## src/rtl/mc_cu_pkg.sv

```systemverilog
// Shared definitions for the multi-cycle control unit: FSM state encoding,
// instruction field encodings, datapath mux selects and the ALU-control decode.
package mc_cu_pkg;

   typedef enum logic [3:0] {
      FETCH  = 4'd0,
      DECODE = 4'd1,
      MEMADR = 4'd2,
      MEMRD  = 4'd3,
      MEMWB  = 4'd4,
      MEMWR  = 4'd5,
      EXECR  = 4'd6,
      EXECI  = 4'd7,
      ALUWB  = 4'd8,
      BRANCH = 4'd9
   } state_t;

   // Instruction class (op field)
   localparam logic [1:0] OP_DP  = 2'b00;
   localparam logic [1:0] OP_MEM = 2'b01;
   localparam logic [1:0] OP_BR  = 2'b10;
   localparam logic [1:0] OP_ILL = 2'b11;

   // Data-processing commands (funct[4:1])
   localparam logic [3:0] CMD_AND = 4'b0000;
   localparam logic [3:0] CMD_SUB = 4'b0010;
   localparam logic [3:0] CMD_ADD = 4'b0100;
   localparam logic [3:0] CMD_CMP = 4'b1010;
   localparam logic [3:0] CMD_ORR = 4'b1100;

   // Condition field encodings
   localparam logic [3:0] COND_EQ = 4'b0000;
   localparam logic [3:0] COND_NE = 4'b0001;
   localparam logic [3:0] COND_CS = 4'b0010;
   localparam logic [3:0] COND_CC = 4'b0011;
   localparam logic [3:0] COND_MI = 4'b0100;
   localparam logic [3:0] COND_PL = 4'b0101;
   localparam logic [3:0] COND_VS = 4'b0110;
   localparam logic [3:0] COND_VC = 4'b0111;
   localparam logic [3:0] COND_HI = 4'b1000;
   localparam logic [3:0] COND_LS = 4'b1001;
   localparam logic [3:0] COND_GE = 4'b1010;
   localparam logic [3:0] COND_LT = 4'b1011;
   localparam logic [3:0] COND_GT = 4'b1100;
   localparam logic [3:0] COND_LE = 4'b1101;
   localparam logic [3:0] COND_AL = 4'b1110;
   localparam logic [3:0] COND_NV = 4'b1111;

   // ALU operand A select
   localparam logic [1:0] SRC_A_REG  = 2'b00;
   localparam logic [1:0] SRC_A_PC   = 2'b10;
   // ALU operand B select
   localparam logic [1:0] SRC_B_REG  = 2'b00;
   localparam logic [1:0] SRC_B_IMM  = 2'b01;
   localparam logic [1:0] SRC_B_FOUR = 2'b10;
   // Result bus select
   localparam logic [1:0] RES_ALU_OUT = 2'b00;
   localparam logic [1:0] RES_MEM     = 2'b01;
   localparam logic [1:0] RES_ALU     = 2'b10;
   // ALU operation
   localparam logic [1:0] ALU_ADD = 2'b00;
   localparam logic [1:0] ALU_SUB = 2'b01;
   localparam logic [1:0] ALU_AND = 2'b10;
   localparam logic [1:0] ALU_ORR = 2'b11;
   // Register-file write source for branch-with-link
   localparam logic [1:0] REG_SRC_LINK = 2'b11;

   // Map a data-processing command onto the ALU operation; unknown commands add.
   function automatic logic [1:0] alu_ctrl_of(input logic [3:0] cmd);
      logic [1:0] ctrl;
      case (cmd)
         CMD_ADD: ctrl = ALU_ADD;
         CMD_SUB: ctrl = ALU_SUB;
         CMD_CMP: ctrl = ALU_SUB;
         CMD_AND: ctrl = ALU_AND;
         CMD_ORR: ctrl = ALU_ORR;
         default: ctrl = ALU_ADD;
      endcase
      return ctrl;
   endfunction

   // Commands whose carry/overflow outputs are meaningful.
   function automatic logic is_arith(input logic [3:0] cmd);
      return (cmd == CMD_ADD) || (cmd == CMD_SUB) || (cmd == CMD_CMP);
   endfunction

endpackage

```

## src/rtl/mc_cond_check.sv

```systemverilog
// NZCV flags register plus evaluation of the instruction condition field
// against the stored flags. Condition 1111 is never satisfied.
module mc_cond_check
   import mc_cu_pkg::*;
(
   input  logic       clk,
   input  logic       reset,
   input  logic       nz_we,
   input  logic       cv_we,
   input  logic [3:0] alu_flags,
   input  logic [3:0] cond,
   output logic       cond_ok
);

   logic [3:0] flags_r;
   logic       n_s, z_s, c_s, v_s;

   // Flags register: NZ and CV halves load independently.
   always_ff @(posedge clk or negedge reset) begin
      if (!reset) begin
         flags_r <= 4'b0000;
      end else begin
         if (nz_we) begin
            flags_r[3:2] <= alu_flags[3:2];
         end
         if (cv_we) begin
            flags_r[1:0] <= alu_flags[1:0];
         end
      end
   end

   assign n_s = flags_r[3];
   assign z_s = flags_r[2];
   assign c_s = flags_r[1];
   assign v_s = flags_r[0];

   // Condition evaluation against the stored flags.
   always_comb begin
      cond_ok = 1'b0;
      case (cond)
         COND_EQ: cond_ok = z_s;
         COND_NE: cond_ok = !z_s;
         COND_CS: cond_ok = c_s;
         COND_CC: cond_ok = !c_s;
         COND_MI: cond_ok = n_s;
         COND_PL: cond_ok = !n_s;
         COND_VS: cond_ok = v_s;
         COND_VC: cond_ok = !v_s;
         COND_HI: cond_ok = c_s && !z_s;
         COND_LS: cond_ok = !c_s || z_s;
         COND_GE: cond_ok = (n_s == v_s);
         COND_LT: cond_ok = (n_s != v_s);
         COND_GT: cond_ok = !z_s && (n_s == v_s);
         COND_LE: cond_ok = z_s || (n_s != v_s);
         COND_AL: cond_ok = 1'b1;
         COND_NV: cond_ok = 1'b0;
         default: cond_ok = 1'b0;
      endcase
   end

endmodule

```

## src/rtl/mc_control_unit.sv

```systemverilog
// Multi-cycle processor control unit: main FSM sequencing fetch, decode,
// memory, data-processing and branch instructions, driving datapath selects
// and write strobes. Write strobes are forced low while reset is held.
// Optional feature: define CU_PERF_CNT_EN to add the retired-instruction
// counter and its instr_count port.
module mc_control_unit
   import mc_cu_pkg::*;
#(
   parameter int REG_ADDR_W = 4,
   parameter int CNT_W      = 32
)(
   input  logic                  clk,
   input  logic                  reset,
   input  logic [1:0]            op,
   input  logic [5:0]            funct,
   input  logic [REG_ADDR_W-1:0] rd,
   input  logic [3:0]            cond,
   input  logic [3:0]            alu_flags,
   input  logic                  mem_ready,
   output logic                  pc_write,
   output logic                  adr_src,
   output logic                  mem_write,
   output logic                  ir_write,
   output logic                  reg_write,
   output logic                  instr_done,
   output logic [1:0]            result_src,
   output logic [1:0]            alu_src_a,
   output logic [1:0]            alu_src_b,
   output logic [1:0]            alu_control,
   output logic [1:0]            imm_src,
   output logic [1:0]            reg_src
`ifdef CU_PERF_CNT_EN
   ,
   output logic [CNT_W-1:0]      instr_count
`endif
);

   state_t     state_r, state_s;
   logic       cond_ok_s;
   logic       nz_we_s, cv_we_s;
   logic       pc_write_s, mem_write_s, ir_write_s, reg_write_s, instr_done_s;
   logic       rd_is_pc_s;
   logic       i_bit_s, s_bit_s;
   logic [3:0] cmd_s;

   assign i_bit_s    = funct[5];
   assign cmd_s      = funct[4:1];
   assign s_bit_s    = funct[0];
   assign rd_is_pc_s = (rd == {REG_ADDR_W{1'b1}});

   mc_cond_check u_cond (
      .clk       (clk),
      .reset     (reset),
      .nz_we     (nz_we_s),
      .cv_we     (cv_we_s),
      .alu_flags (alu_flags),
      .cond      (cond),
      .cond_ok   (cond_ok_s)
   );

   // State register; reset abandons any instruction in flight.
   always_ff @(posedge clk or negedge reset) begin
      if (!reset) begin
         state_r <= FETCH;
      end else begin
         state_r <= state_s;
      end
   end

   // Next-state and per-state output decode.
   always_comb begin
      state_s      = state_r;
      pc_write_s   = 1'b0;
      adr_src      = 1'b0;
      mem_write_s  = 1'b0;
      ir_write_s   = 1'b0;
      reg_write_s  = 1'b0;
      instr_done_s = 1'b0;
      result_src   = 2'b00;
      alu_src_a    = 2'b00;
      alu_src_b    = 2'b00;
      alu_control  = 2'b00;
      reg_src      = {(op == OP_MEM), (op == OP_BR)};
      nz_we_s      = 1'b0;
      cv_we_s      = 1'b0;
      case (state_r)
         FETCH: begin
            alu_src_a  = SRC_A_PC;
            alu_src_b  = SRC_B_FOUR;
            result_src = RES_ALU;
            ir_write_s = mem_ready;
            pc_write_s = mem_ready;
            if (mem_ready) begin
               state_s = DECODE;
            end else begin
               state_s = FETCH;
            end
         end
         DECODE: begin
            alu_src_a  = SRC_A_PC;
            alu_src_b  = SRC_B_FOUR;
            result_src = RES_ALU;
            if (!cond_ok_s) begin
               instr_done_s = 1'b1;
               state_s      = FETCH;
            end else begin
               case (op)
                  OP_MEM: state_s = MEMADR;
                  OP_DP: begin
                     if (i_bit_s) begin
                        state_s = EXECI;
                     end else begin
                        state_s = EXECR;
                     end
                  end
                  OP_BR:  state_s = BRANCH;
                  default: begin
                     instr_done_s = 1'b1;
                     state_s      = FETCH;
                  end
               endcase
            end
         end
         MEMADR: begin
            alu_src_b   = SRC_B_IMM;
            alu_control = ALU_ADD;
            if (s_bit_s) begin
               state_s = MEMRD;
            end else begin
               state_s = MEMWR;
            end
         end
         MEMRD: begin
            adr_src = 1'b1;
            if (mem_ready) begin
               state_s = MEMWB;
            end else begin
               state_s = MEMRD;
            end
         end
         MEMWR: begin
            adr_src     = 1'b1;
            mem_write_s = 1'b1;
            if (mem_ready) begin
               instr_done_s = 1'b1;
               state_s      = FETCH;
            end else begin
               state_s = MEMWR;
            end
         end
         MEMWB: begin
            result_src   = RES_MEM;
            reg_write_s  = 1'b1;
            pc_write_s   = rd_is_pc_s;
            instr_done_s = 1'b1;
            state_s      = FETCH;
         end
         EXECR: begin
            alu_src_b   = SRC_B_REG;
            alu_control = alu_ctrl_of(cmd_s);
            state_s     = ALUWB;
         end
         EXECI: begin
            alu_src_b   = SRC_B_IMM;
            alu_control = alu_ctrl_of(cmd_s);
            state_s     = ALUWB;
         end
         ALUWB: begin
            // CMP only sets flags; it never writes a register.
            result_src   = RES_ALU_OUT;
            reg_write_s  = (cmd_s != CMD_CMP);
            pc_write_s   = (cmd_s != CMD_CMP) && rd_is_pc_s;
            instr_done_s = 1'b1;
            nz_we_s      = s_bit_s || (cmd_s == CMD_CMP);
            cv_we_s      = (s_bit_s || (cmd_s == CMD_CMP)) && is_arith(cmd_s);
            state_s      = FETCH;
         end
         BRANCH: begin
            alu_src_b    = SRC_B_IMM;
            result_src   = RES_ALU;
            pc_write_s   = 1'b1;
            instr_done_s = 1'b1;
            if (funct[4]) begin
               reg_write_s = 1'b1;
               reg_src     = REG_SRC_LINK;
            end else begin
               reg_write_s = 1'b0;
            end
            state_s = FETCH;
         end
         default: begin
            state_s = FETCH;
         end
      endcase
   end

   assign imm_src    = op;
   assign pc_write   = pc_write_s   & reset;
   assign mem_write  = mem_write_s  & reset;
   assign ir_write   = ir_write_s   & reset;
   assign reg_write  = reg_write_s  & reset;
   assign instr_done = instr_done_s & reset;

`ifdef CU_PERF_CNT_EN
   logic [CNT_W-1:0] instr_count_r;

   // Retired-instruction counter, wraps naturally at all-ones.
   always_ff @(posedge clk or negedge reset) begin
      if (!reset) begin
         instr_count_r <= {CNT_W{1'b0}};
      end else if (instr_done) begin
         instr_count_r <= instr_count_r + {{(CNT_W-1){1'b0}}, 1'b1};
      end else begin
         instr_count_r <= instr_count_r;
      end
   end

   assign instr_count = instr_count_r;
`endif

endmodule
```

## config.mk

```make
export PLATFORM = sky130hd
export DESIGN_NAME = mc_control_unit
export DESIGN_NICKNAME = d
export VERILOG_FILES = /design/src/rtl/mc_cu_pkg.sv /design/src/rtl/mc_cond_check.sv /design/src/rtl/mc_control_unit.sv
export SDC_FILE = /design/constraint.sdc
export NUM_CORES = 1
export LEC_CHECK = 0
export ABC_AREA = 1
export BUFFER_PORTS_ARGS = -buffer_cell sky130_fd_sc_hd__buf_4
export CORE_ASPECT_RATIO = 1.4
export CORE_MARGIN = 2
export CORE_UTILIZATION = 46
export DETAILED_ROUTE_END_ITERATION = 16
export PLACE_DENSITY = 0.81
export SYNTH_ARGS = -nofsm -noshare
export SYNTH_HDL_FRONTEND = slang
export SYNTH_HIERARCHICAL = 1
export SYNTH_SLANG_ARGS = --single-unit
export TNS_END_PERCENT = 10
```

## constraint.sdc

```tcl
create_clock -name clk -period 1.55 [get_ports clk]
set_clock_uncertainty 0.05 [all_clocks]
set_input_delay 0.0775 -clock clk [delete_from_list [all_inputs] [get_ports clk]]
set_output_delay 0.0775 -clock clk [all_outputs]
set_load 0.03 [all_outputs]
```

==> flow_results.org <==
** Yosys
- Primary FF master, synth :: dfrtp_1
- Synthesized netlist net count :: ~190
- In this run, distinct cell masters in the synthesized netlist total 17.
- For this run, the register share of the synthesized area comes to 0.2216.
- Most common cell in the synthesized netlist :: nand2_1
- After synthesis, the mean cell area works out to 5.542 µm².
- Of the post-synthesis cell area, the dominant cell type holds 0.2216.
- Commonest cells post-synth :: nand2_1, inv_1, nand3_1
- Biggest area contributors in the synthesized netlist :: dfrtp_1, nand2_1, nand3_1
- In this run, synthesis inferred 0 flip-flops with an integrated enable.
- During synthesis, Yosys emitted a total of 6 warnings.
- The cell count after synthesis came out at between 150 and 200.
- The synthesized netlist occupies a cell area of 903.4 µm².
- Flop and latch count out of synthesis :: 8
- The biggest area contributor in the post-synthesis netlist is dfrtp_1.
- Synth async-reset ratio :: 1.000

** Power and ir drop
- The internal portion of the total power is around 1.0 mW.
- Overall power consumption after layout is estimated at approximately 2.2 mW.
- Of the total power, the share spent switching nets is 0.5317.
- IR analysis of the VDD net gives a maximum drop of approximately 1.3 mV.
- Power spread over the standard cell area amounts to ~1600 nW/µm².
- Summed over all cells, the static leakage comes to just under 0.8 nW.
- Clock power frac :: 0.074
- The share of total power dissipated in sequential elements is 0.180.
- P_sw :: around 1.2 mW
- Combinational group share of total power :: 0.746

** Global route
- Total global-route track usage :: 0.2508
- Met3 Resource Use GR :: 0.03859
- The via count of the first global-routing pass was roughly 1200.
- The first global-routing pass estimated 4643 µm of wire.
- Entering global routing, the biggest net connects 10 pins.
- Overflow after GRT :: 0
- In the global route stage, met1 resource usage came out at 0.2283.
- Layer with the highest usage :: met2
- Met2 track demand over resource in global routing :: 0.4911
- The number of antenna violations at the first check in global routing is 0.

** Place
- Buffers added on ports :: 39
- Total placed instance area :: about 1200 µm²
- Cell total after placement :: 224
- Post-DP HPWL :: ~2200 µm
- At the end of routability-driven placement, the weighted congestion stood at about 0.96.

** Finish
- Registers take roughly 200 µm².
- Area of the multi-input gates :: 579.3 µm²
- Once layout is complete, the cells apart from fillers number about 240.
- Ant diodes :: 0
- # nets final :: 239
- Filler Cell Count :: around 170
- In the final layout, the share of cells above drive strength 1 is 0.3505.
- Signed area change from the synthesized netlist to the final layout :: 50.83%
- After routing the design area is 1363 µm².

** Timing
- Part of the cycle the worst path needs :: 1.192
- Worst setup slack after layout :: -297.9 ps
- Final critical delay including setup and external delays :: about 1800 ps
- Total count of max-transition violations in the final report :: 0
- In the final timing run, aggregate negative setup slack is -1352 ps.
- Number of hold violations in the final report :: 0
- Setup violations remaining at the end of the flow were counted as 7.
- Static timing analysis puts the maximum clock frequency at around 540 MHz.
- Unrepaired setup endpoints after global routing :: true

** Drt
- The final route contains 1217 vias.
- For this run, design rule violations remaining after detail routing come to 0.
- After the first detailed-routing iteration, the DRC count stood at 42.
- Dividing the detail-routed wire length by the instance count gives 11.69 µm.
- Number of search-and-repair iterations in the first detailed-routing pass :: 4
- DRT antenna net count :: 0
- The routed design has 2748 µm of wire.
- Vias per Instance :: approximately 5.2

** Run
- Max-capacitance violation count :: 0

** Critical path
- Endpoint kind of the worst setup timing path :: output port
- The largest single stage delay on the critical path is 410 ps.
- Worst setup path class :: flop to output port
- The worst setup path is launched from a flop.
- For the worst setup path, the data required time is between 1000 and 1500 ps.
- In this run the worst path has a maximum fanout of 5.
- Critical Path AT :: between 1500 and 2000 ps
- The number of buffers and inverters on the critical path is 3.
- The slowest stage of the critical path belongs to the cell dfrtp_1.
- The kind of cell with the highest combined delay along the critical path is simple AND/OR/NAND/NOR gates.
- By instance count, the cell type seen most on the critical path is nand2_1.
- Sequence of cells on the critical path :: inv_2 -> nand2_2 -> nand2_2 -> nand3_1 -> nand2_1 -> nand2_1 -> nand3_1 -> nand2_1 -> nand3_2 -> o21ai_2 -> nand2_1 -> nand3_1 -> nand2_1 -> inv_1 -> buf_6

** CTS
- Buffers inserted during clock tree synthesis total 3.
- CTS built an H-tree with a depth of 1.
- Number of buffers on the longest clock path :: 2
- Later-pin clock latency in the skew report :: 260 ps
- Clock sinks :: 8
- Clock tree from TritonCTS :: yes
- Post-CTS clock slew at the launch and capture registers of the worst setup and hold paths :: 50 ps
- CTS Root Cell :: clkbuf_4

** Floorplanning
- For this configuration, the core starts out at a cell density of 0.4750.
- The total area inside the core boundary comes to 1902 µm².
- Pin placement for this block handled 41 I/O pins.
- Die boundary width :: a little over 40 µm
- The floorplan step defined a die boundary enclosing approximately 2300 µm².
- In this run the core area contains 19 standard-cell rows.
- In this run the vertical extent of the chip is 56.44 µm.

** Outcome
- Violated checks :: setup timing
- Result of the run :: complete, but fails checks

** Worst hold path
- Class of the most critical hold timing path :: input port to flop
## cell usage in the layout, fill, tap and decap left out, types with 5 or more instances in the layout
| cell | instances |
|---|---|
| buf_4 | 45 |
| nand2_1 | 43 |
| inv_1 | 23 |
| nand3_1 | 18 |
| nor2_1 | 17 |
| nor2_2 | 8 |
| dfrtp_1 | 8 |
| inv_2 | 7 |
| o21ai_0 | 7 |
| nand4_1 | 5 |
| dlygate4sd3_1 | 5 |
## power groups by stage
stage	clock, mW	combinational [mW]	sequential (mW)
after floorplan	0	1.01	0.379
after global placement	0	1.44	0.381
after detailed placement	0	1.47	0.387
after CTS	0.161	1.58	0.390
after global routing	0.180	1.79	0.406
final	0.162	1.63	0.392
## path summary, 6_finish.rpt
| kind | to | depth (start not counted) | slack (ps) | from |
|---|---|---|---|---|
| min in group asynchronous | state_r[0] | 2 | 220 | reset |
| worst max-delay path | instr_done | 15 | -300 | u_cond/flags_r[0] |
| worst min register to register | u_cond/flags_r[1] | 2 | 540 | u_cond/flags_r[1] |
| worst min-delay path | state_r[0] | 3 | 70 | funct[5] |
| worst max register to register | state_r[2] | 14 | -230 | u_cond/flags_r[0] |
| max in group asynchronous | u_cond/flags_r[2] | 2 | 960 | reset |
## what timing repair did
item,4_1_cts,5_1_grt
setup buffers,2,1
hold endpoints to repair,12,0
resized for setup,12,3
pin swaps,8,3
endpoints found under the setup margin,4,16
hold buffers,5,0
## metal layers
| layer | share of wire | vias up |
|---|---|---|
| li1 | - | 616 |
| met1 | 0.35 | 528 |
| met2 | 0.55 | 58 |
| met3 | 0.056 | 15 |
| met4 | 0.036 | 0 |
| met5 | 0 | - |
## worst reg2reg max path: cells and delay by family, from the launching register on
family / cells / cell delay [ps]
AND/OR/NAND/NOR: 10 / 740
buffers and inverters: 4 / 460
flip-flops: 1 / 410
## registers in the layout (all words and copies together) (netlist names)
name            count
state_r             4
u_cond/flags_r      4
## kinds of logic after synthesis
kind of cell | share of synthesized area
flops | 0.2216
buf+inv | 0.1704
compound gates | 0.1274
other cells | 0.004151
simple gates | 0.4765
## metrics by stage
| step | utilization | worst slack, ps | hold WS, ps |
|---|---|---|---|
| 2_1_floorplan | - | 42.50 | -268.1 |
| 3_3_place_gp | 0.6447 | -39.39 | -138.2 |
| 3_5_place_dp | 0.6447 | -93.88 | -137.5 |
| 4_1_cts | 0.7066 | -290.6 | 76.99 |
| 5_1_grt | 0.7164 | -463.7 | 94.43 |
| 6_report | 0.7164 | -297.9 | 68.06 |
## final cells by class
type | count | share of cell area
well taps | 21 | 0.01928
flip-flops and latches | 8 | 0.1469
clock buffers | 3 | 0.01653
repair buffers | 53 | 0.3095
inverters | 30 | 0.08264
multi-input cells | 120 | 0.4252
(Power assumes the default switching activity.)
